==> src/rtl/apb_timer.sv <==
// ---------------------------------------------------------------------------
// apb_timer
//   APB slave holding a 32-bit up-counting timer with a compare register,
//   a sticky MATCH status flag and a level interrupt. Every transfer gets one
//   wait state; malformed addresses answer with perr and touch nothing.
//
//   Register map (offset bits [3:2]):
//     0x0 CTRL    [0] EN, [1] AUTORELOAD, [2] IEN, [15:8] PRESC
//     0x4 COUNT   32-bit up counter
//     0x8 COMPARE 32-bit compare value
//     0xC STATUS  [0] MATCH, write-1-to-clear
//
//   Optional feature macro: APB_TIMER_PRESCALE_EN
//     defined   : CTRL[15:8] drives an 8-bit prescaler, one tick every PRESC+1
//                 cycles while EN=1
//     undefined : CTRL[15:8] reads 0, tick follows EN every cycle
//
//   Ports:
//     clk      in   system clock, rising edge
//     rts      in   asynchronous active-low reset
//     paddr    in   APB address, offset bits [11:0] decoded
//     pdata    in   APB write data
//     prdata   out  APB read data, zero unless a read is completing
//     psel     in   slave select
//     penable  in   APB access phase
//     pwrite   in   1 = write, 0 = read
//     pstb     in   byte write strobes, bit n covers byte n
//     pready   out  transfer complete (second access cycle)
//     perr     out  slave error, valid with pready
//     irq      out  registered MATCH & IEN
//
//   The register file is 32 bits wide; DATA_WIDTH is expected to stay 32.
// ---------------------------------------------------------------------------
module apb_timer #(
    parameter int ADDR_WIDTH = 32,
    parameter int DATA_WIDTH = 32
) (
    input  logic                  clk,
    input  logic                  rts,
    input  logic [ADDR_WIDTH-1:0] paddr,
    input  logic [DATA_WIDTH-1:0] pdata,
    output logic [DATA_WIDTH-1:0] prdata,
    input  logic                  psel,
    input  logic                  penable,
    input  logic                  pwrite,
    input  logic [3:0]            pstb,
    output logic                  pready,
    output logic                  perr,
    output logic                  irq
);

    typedef enum logic [1:0] {
        S_IDLE = 2'd0,
        S_WAIT = 2'd1,
        S_DONE = 2'd2
    } state_t;

    state_t      r_state;
    state_t      w_stateNext;
    logic        w_ready;

    logic        r_en;
    logic        r_autoReload;
    logic        r_ien;
    logic [31:0] r_count;
    logic [31:0] r_compare;
    logic        r_match;
    logic        r_irq;

    logic [31:0] w_wdata;
    logic [31:0] w_rdata;
    logic        w_addrErr;
    logic        w_wrEn;
    logic        w_rdEn;
    logic        w_wrCtrl;
    logic        w_wrCount;
    logic        w_wrCompare;
    logic        w_wrStatus;
    logic        w_tick;
    logic        w_match;
    logic [7:0]  w_presc;
    logic        w_unusedAddr;

    // Replace only the byte lanes whose strobe is set.
    function automatic logic [31:0] mergeBytes(input logic [31:0] oldVal,
                                               input logic [31:0] newVal,
                                               input logic [3:0]  strb);
        logic [31:0] merged;
        merged = oldVal;
        for (int i = 0; i < 4; i++) begin
            if (strb[i]) begin
                merged[8*i +: 8] = newVal[8*i +: 8];
            end
        end
        return merged;
    endfunction

    assign w_wdata      = pdata[31:0];
    assign w_unusedAddr = ^paddr[ADDR_WIDTH-1:12];

    // Only word-aligned offsets 0x0..0xC are legal.
    assign w_addrErr = (paddr[1:0] != 2'b00) || (paddr[11:4] != 8'h00);

    // Handshake state register.
    always_ff @(posedge clk or negedge rts) begin
        if (!rts) begin
            r_state <= S_IDLE;
        end else begin
            r_state <= w_stateNext;
        end
    end

    // Handshake next state: the first access cycle moves to WAIT, the second
    // completes with pready, and DONE absorbs the cycle where the master
    // drops penable. Losing psel in WAIT abandons the transfer.
    always_comb begin
        w_stateNext = r_state;
        w_ready     = 1'b0;
        case (r_state)
            S_IDLE: begin
                if (psel && penable) begin
                    w_stateNext = S_WAIT;
                end
            end
            S_WAIT: begin
                if (psel && penable) begin
                    w_ready     = 1'b1;
                    w_stateNext = S_DONE;
                end else begin
                    w_stateNext = S_IDLE;
                end
            end
            S_DONE: begin
                w_stateNext = S_IDLE;
            end
            default: begin
                w_stateNext = S_IDLE;
            end
        endcase
    end

    assign w_wrEn      = w_ready && pwrite && !w_addrErr;
    assign w_rdEn      = w_ready && !pwrite && !w_addrErr;
    assign w_wrCtrl    = w_wrEn && (paddr[3:2] == 2'd0);
    assign w_wrCount   = w_wrEn && (paddr[3:2] == 2'd1);
    assign w_wrCompare = w_wrEn && (paddr[3:2] == 2'd2);
    assign w_wrStatus  = w_wrEn && (paddr[3:2] == 2'd3);

    // Control bits live in byte 0.
    always_ff @(posedge clk or negedge rts) begin
        if (!rts) begin
            r_en         <= 1'b0;
            r_autoReload <= 1'b0;
            r_ien        <= 1'b0;
        end else if (w_wrCtrl && pstb[0]) begin
            r_en         <= w_wdata[0];
            r_autoReload <= w_wdata[1];
            r_ien        <= w_wdata[2];
        end
    end

`ifdef APB_TIMER_PRESCALE_EN
    logic [7:0] r_presc;
    logic [7:0] r_prescCnt;

    // Prescale divisor lives in byte 1.
    always_ff @(posedge clk or negedge rts) begin
        if (!rts) begin
            r_presc <= 8'h00;
        end else if (w_wrCtrl && pstb[1]) begin
            r_presc <= w_wdata[15:8];
        end
    end

    // The prescaler restarts from 0 on any CTRL write so the first tick lands
    // on the cycle right after EN is committed.
    always_ff @(posedge clk or negedge rts) begin
        if (!rts) begin
            r_prescCnt <= 8'h00;
        end else if (!r_en || w_wrCtrl) begin
            r_prescCnt <= 8'h00;
        end else if (r_prescCnt == r_presc) begin
            r_prescCnt <= 8'h00;
        end else begin
            r_prescCnt <= r_prescCnt + 8'd1;
        end
    end

    assign w_presc = r_presc;
    assign w_tick  = r_en && (r_prescCnt == 8'h00);
`else
    assign w_presc = 8'h00;
    assign w_tick  = r_en;
`endif

    // Match compares the value the counter holds before this tick's update.
    assign w_match = w_tick && (r_count == r_compare);

    // A bus write to COUNT beats both increment and auto-reload.
    always_ff @(posedge clk or negedge rts) begin
        if (!rts) begin
            r_count <= 32'h0;
        end else if (w_wrCount) begin
            r_count <= mergeBytes(r_count, w_wdata, pstb);
        end else if (w_tick) begin
            if (w_match && r_autoReload) begin
                r_count <= 32'h0;
            end else begin
                r_count <= r_count + 32'd1;
            end
        end
    end

    // Compare register, byte-lane writable.
    always_ff @(posedge clk or negedge rts) begin
        if (!rts) begin
            r_compare <= 32'h0;
        end else if (w_wrCompare) begin
            r_compare <= mergeBytes(r_compare, w_wdata, pstb);
        end
    end

    // A new match wins over a simultaneous write-1-to-clear.
    always_ff @(posedge clk or negedge rts) begin
        if (!rts) begin
            r_match <= 1'b0;
        end else if (w_match) begin
            r_match <= 1'b1;
        end else if (w_wrStatus && pstb[0] && w_wdata[0]) begin
            r_match <= 1'b0;
        end
    end

    // Interrupt follows MATCH & IEN one cycle late.
    always_ff @(posedge clk or negedge rts) begin
        if (!rts) begin
            r_irq <= 1'b0;
        end else begin
            r_irq <= r_match && r_ien;
        end
    end

    // Read mux with reserved bits tied to zero.
    always_comb begin
        w_rdata = 32'h0;
        case (paddr[3:2])
            2'd0:    w_rdata = {16'h0, w_presc, 5'h0, r_ien, r_autoReload, r_en};
            2'd1:    w_rdata = r_count;
            2'd2:    w_rdata = r_compare;
            default: w_rdata = {31'h0, r_match};
        endcase
    end

    assign prdata = w_rdEn ? DATA_WIDTH'(w_rdata) : '0;
    assign pready = w_ready;
    assign perr   = w_ready && w_addrErr;
    assign irq    = r_irq;

endmodule

==> config.mk <==
export PLATFORM = sky130hd
export DESIGN_NAME = apb_timer
export DESIGN_NICKNAME = d
export VERILOG_FILES = /design/src/rtl/apb_timer.sv
export SDC_FILE = /design/constraint.sdc
export NUM_CORES = 1
export LEC_CHECK = 0
export ABC_CLOCK_PERIOD_IN_PS = 4400
export CAP_MARGIN = 25
export CORE_UTILIZATION = 30
export CTS_BUF_LIST = sky130_fd_sc_hd__clkbuf_16
export DETAILED_ROUTE_END_ITERATION = 6
export SYNTH_ARGS = -nofsm -noshare
export SYNTH_HDL_FRONTEND = slang
export SYNTH_SLANG_ARGS = --single-unit
==> constraint.sdc <==
create_clock -name clk -period 4.4 [get_ports clk]
set_input_delay 1.32 -clock clk [delete_from_list [all_inputs] [get_ports clk]]
set_output_delay 1.32 -clock clk [all_outputs]
set_load 0.01 [all_outputs]
==> key figures <==
Finish
  • Fin cells: 845
  • Fill cell count: 1611
  • Share of layout cells above drive strength 1: 0.1940
  • Syn-to-layout area delta: 27.93%
  • Fin util: 0.3978
  • Post-route cell area: 0.006137 mm2
  • Antenna cells: 0
  • Nets@finish: 703

Worst setup path
  • RR Endpoint: r_count[8]
  • Worst setup EP type: primary output
  • Critical path buffers and inverters: 4
  • Slowest cell on the critical path: clkdlybuf4s50_1
  • Worst setup path category: in -> out
  • Crit start category: primary input
  • RR Startpoint: r_state[0]
  • CP Data Required Time: 3.08 ns
  • CP arrival: 3.01 ns
  • Stages on worst setup path: 8
  • Crit-path cells: clkdlybuf4s50_1 > nor4_2 > buf_4 > and4_4 > nand2b_4 > buf_6 > nor2_1 > clkdlybuf4s15_2
  • Top Family by Delay on Critical Path: buffers and inverters
  • R2R Setup Slk: 1.75 ns
  • Crit Path Max Fanout: 10
  • Max incr delay on CP: 0.41 ns
  • Path depth of the worst reg2reg path: 8

Yosys
  • Synth Area per Inst: 8.851 um2
  • EDFF count, synth: 0
  • Post-synth top area cell: dfrtp_1
  • Complex-gate fraction of the synthesized area: 0.1701
  • Library cells used by synthesis: 60
  • Yosys top cell area share: 0.3704
  • Mapped Nets: 616
  • Area contributors post-synth: dfrtp_1 37%, mux2_2 7.0%, a22oi_1 6.4%
  • Synth Area in Simple Gates: 0.2540
  • Post-synthesis async set-or-reset flop share: 1.000
  • Synthesized area: 0.004797 mm2
  • Post-synth top flop: dfrtp_1
  • Seq/Total Area, Yosys: 0.3704
  • Largest family of logic cells by synthesized area: simple AND/OR/NAND/NOR gates
  • Synth Register Bits: 71
  • Most frequent cell after synthesis: dfrtp_1
  • Area share of xor/xnor cells in the synthesized design: 0.05295
  • Post-synth top cells: 71 x dfrtp_1, 62 x nor2_1, 49 x nand3_1, 41 x a22oi_1, 30 x mux2_2
  • Mux share of post-synthesis cell area: 0.1012
  • Synth Area in Adders: 0.002608
  • Yosys warning count: 0
  • Post-Synthesis Cells: 542

Place
  • Routability Congestion: 0.9424
  • Dpl cell area: 0.005977 mm2
  • Placed cell count: 828
  • I/O Buffers: 87
  • Post-DP HPWL: 11.61 mm
  • DP Worst Slack: -0.4424 ns

GRT
  • Tot GR Track Use: 0.1934
  • First-pass GRT wire length: 24.47 mm
  • Vias in the first global route: 4570
  • Antenna violations before repair: 0
  • Largest net degree at the start of global routing: 41
  • Overflow after GRT: 0

CTS
  • Clock root buffer: clkbuf_16
  • Clock latency on the worst-skew pair: 0.34 ns
  • # H-tree levels: 3
  • Clock slew at reported path FFs: 0.06 ns
  • CTS Buffer Depth: 2
  • CTS Buf Count: 9
  • TritonCTS clock tree: yes
  • Clk sinks: 71
  • CTS Hold Bufs: 0

Timing
  • Final setup fails: 0
  • Slew margin rel.: 0.3754
  • Setup TNS: 0 ns
  • Fin crit share: 0.9839
  • Measured slew at the worst slew-check pin: 0.9368 ns
  • RSZ-0062 raised after global routing: no
  • Slew Limit Fails: 0
  • Final worst setup slack: 0.07102 ns
  • Hold Fails Final Rpt: 0
  • Clock skew: 0.01031 ns
  • Fmax achieved: 231.0 MHz
  • Fin Hold WS: 0.4164 ns
  • Period minus WS final: 4.329 ns

Hold path
  • WHS Endpoint: r_state[0]
  • Hold path cells: 1
  • Min-delay src: r_state[1]
  • Worst hold-check path type: reg -> reg

Drt
  • First-pass iteration count of the detailed router: 5
  • Via count: 4641
  • WL/cell: 18.19 um
  • Met3 wire length: 976 um
  • Final wirelength: 15.37 mm
  • DRC violations left: 0
  • Top Metal Used: met4
  • Via density: 5.492
  • Iteration-0 DRC Markers: 320
  • WL met2: 7.266 mm
  • M1 WL: 6.772 mm
  • Routed Antenna Nets: 0

Floorplan
  • Die area: 0.01650 mm2
  • Die Ht: 128.5 um
  • # rows: 45
  • Die Wd: 128.5 um
  • Core Region: 0.01543 mm2
  • Top Ports: 108
  • Initial Util: 0.3109

Power and ir drop
  • Gate power share: 0.080
  • Switch Pwr: 329.0 uW
  • Sequential share of power: 0.464
  • Tot Pwr: 1.412 mW
  • Pwr dens: 230.2 mW/mm2
  • Clk pwr share: 0.457
  • Int Power: 1.083 mW
  • LEAKAGE: 2.584 nW
  • VDD IR max: 0.1521 mV
  • Switching portion of total power: 0.2329

Job
  • Max-cap check violation count: 0

Status
  • Status: complete, no violations
## repair_timing
| item | in CTS | in global routing |
|---|---|---|
| pin swaps | 1 | 1 |
| setup buffers | 1 | 0 |
| endpoints found under the setup margin | 32 | 28 |
| gates resized for setup | 94 | 26 |
| hold endpoints to repair | 0 | 0 |
## metal layers
metal | vias to the layer above | track usage
met5 | - | 0
met4 | 0 | 0.06782
met3 | 34 | 0.04782
met2 | 175 | 0.3141
met1 | 2252 | 0.2499
li1 | 2180 | -
## worst reg2reg max path, cell delays in order, from the launching register on
cell      delay [ns]
dfrtp_1         0.38
nand4b_1        0.15
inv_1           0.08
and4_4          0.20
buf_4           0.13
a21oi_1         0.71
a21oi_1         0.39
a31o_2          0.32
a22o_1          0.17
## cell usage in the layout (no fill, tap or decap), types with 9 or more instances in the layout
cell             netlist  final
nor3_1                13     13
nand4_1               18     18
nand2_1               25     25
nor2_1                62     62
o21ai_0               19     19
buf_2                 15     18
clkdlybuf4s50_1        0     53
nand3_1               49     49
buf_4                  2     25
and3_1                12     12
a21oi_1               18     18
clkbuf_2               1     10
xnor2_1               28     28
dfrtp_1               71     71
clkbuf_16              0      9
inv_1                 15     17
mux2_2                30     30
a32oi_1                9      9
a22oi_1               41     41
## how the worst max path moves through the flow
| stage | start | to |
|---|---|---|
| 2_1_floorplan | paddr[2] | prdata[21] |
| 3_3_place_gp | paddr[1] | prdata[19] |
| 3_5_place_dp | paddr[1] | prdata[24] |
| 4_1_cts | paddr[4] | prdata[22] |
| 5_1_grt | paddr[1] | prdata[7] |
| 6_report | paddr[1] | prdata[10] |
## registers in the layout (all words and copies together) (netlist names)
name,count
irq,1
r_autoReload,1
r_compare,32
r_count,32
r_en,1
r_ien,1
r_match,1
r_state,2
## cell families (layout without fill, tap and decap cells)
logic type                 count (synthesis)  in the layout
and+or+nand+nor                          226            226
muxes                                     42             42
buffers and inverters                     55            147
adders and majority gates                  1              1
AOI/OAI and AO/OA                        118            118
DFF                                       71             71
xor gates and xnor gates                  29             29
## power groups by stage
| stage | Clock (mW) | Combinational [mW] | Sequential (mW) |
|---|---|---|---|
| floorplan | 0 | 0.0241 | 0.666 |
| global placement | 0 | 0.113 | 0.666 |
| detailed placement | 0 | 0.114 | 0.666 |
| CTS | 0.659 | 0.115 | 0.655 |
| global route | 0.680 | 0.122 | 0.654 |
| finish | 0.645 | 0.113 | 0.655 |
## cell type report
type	instances	area (um2)	share of cell area
sequential	71	1777	0.2895
multi-input combinational	416	2801	0.4565
clock inverter	7	32.53	0.005301
clock buffer	9	225.2	0.03670
timing repair buffer	116	980.9	0.1598
inverter	15	56.30	0.009174
tap	211	264.0	0.04302
(Power assumes the default switching activity.)
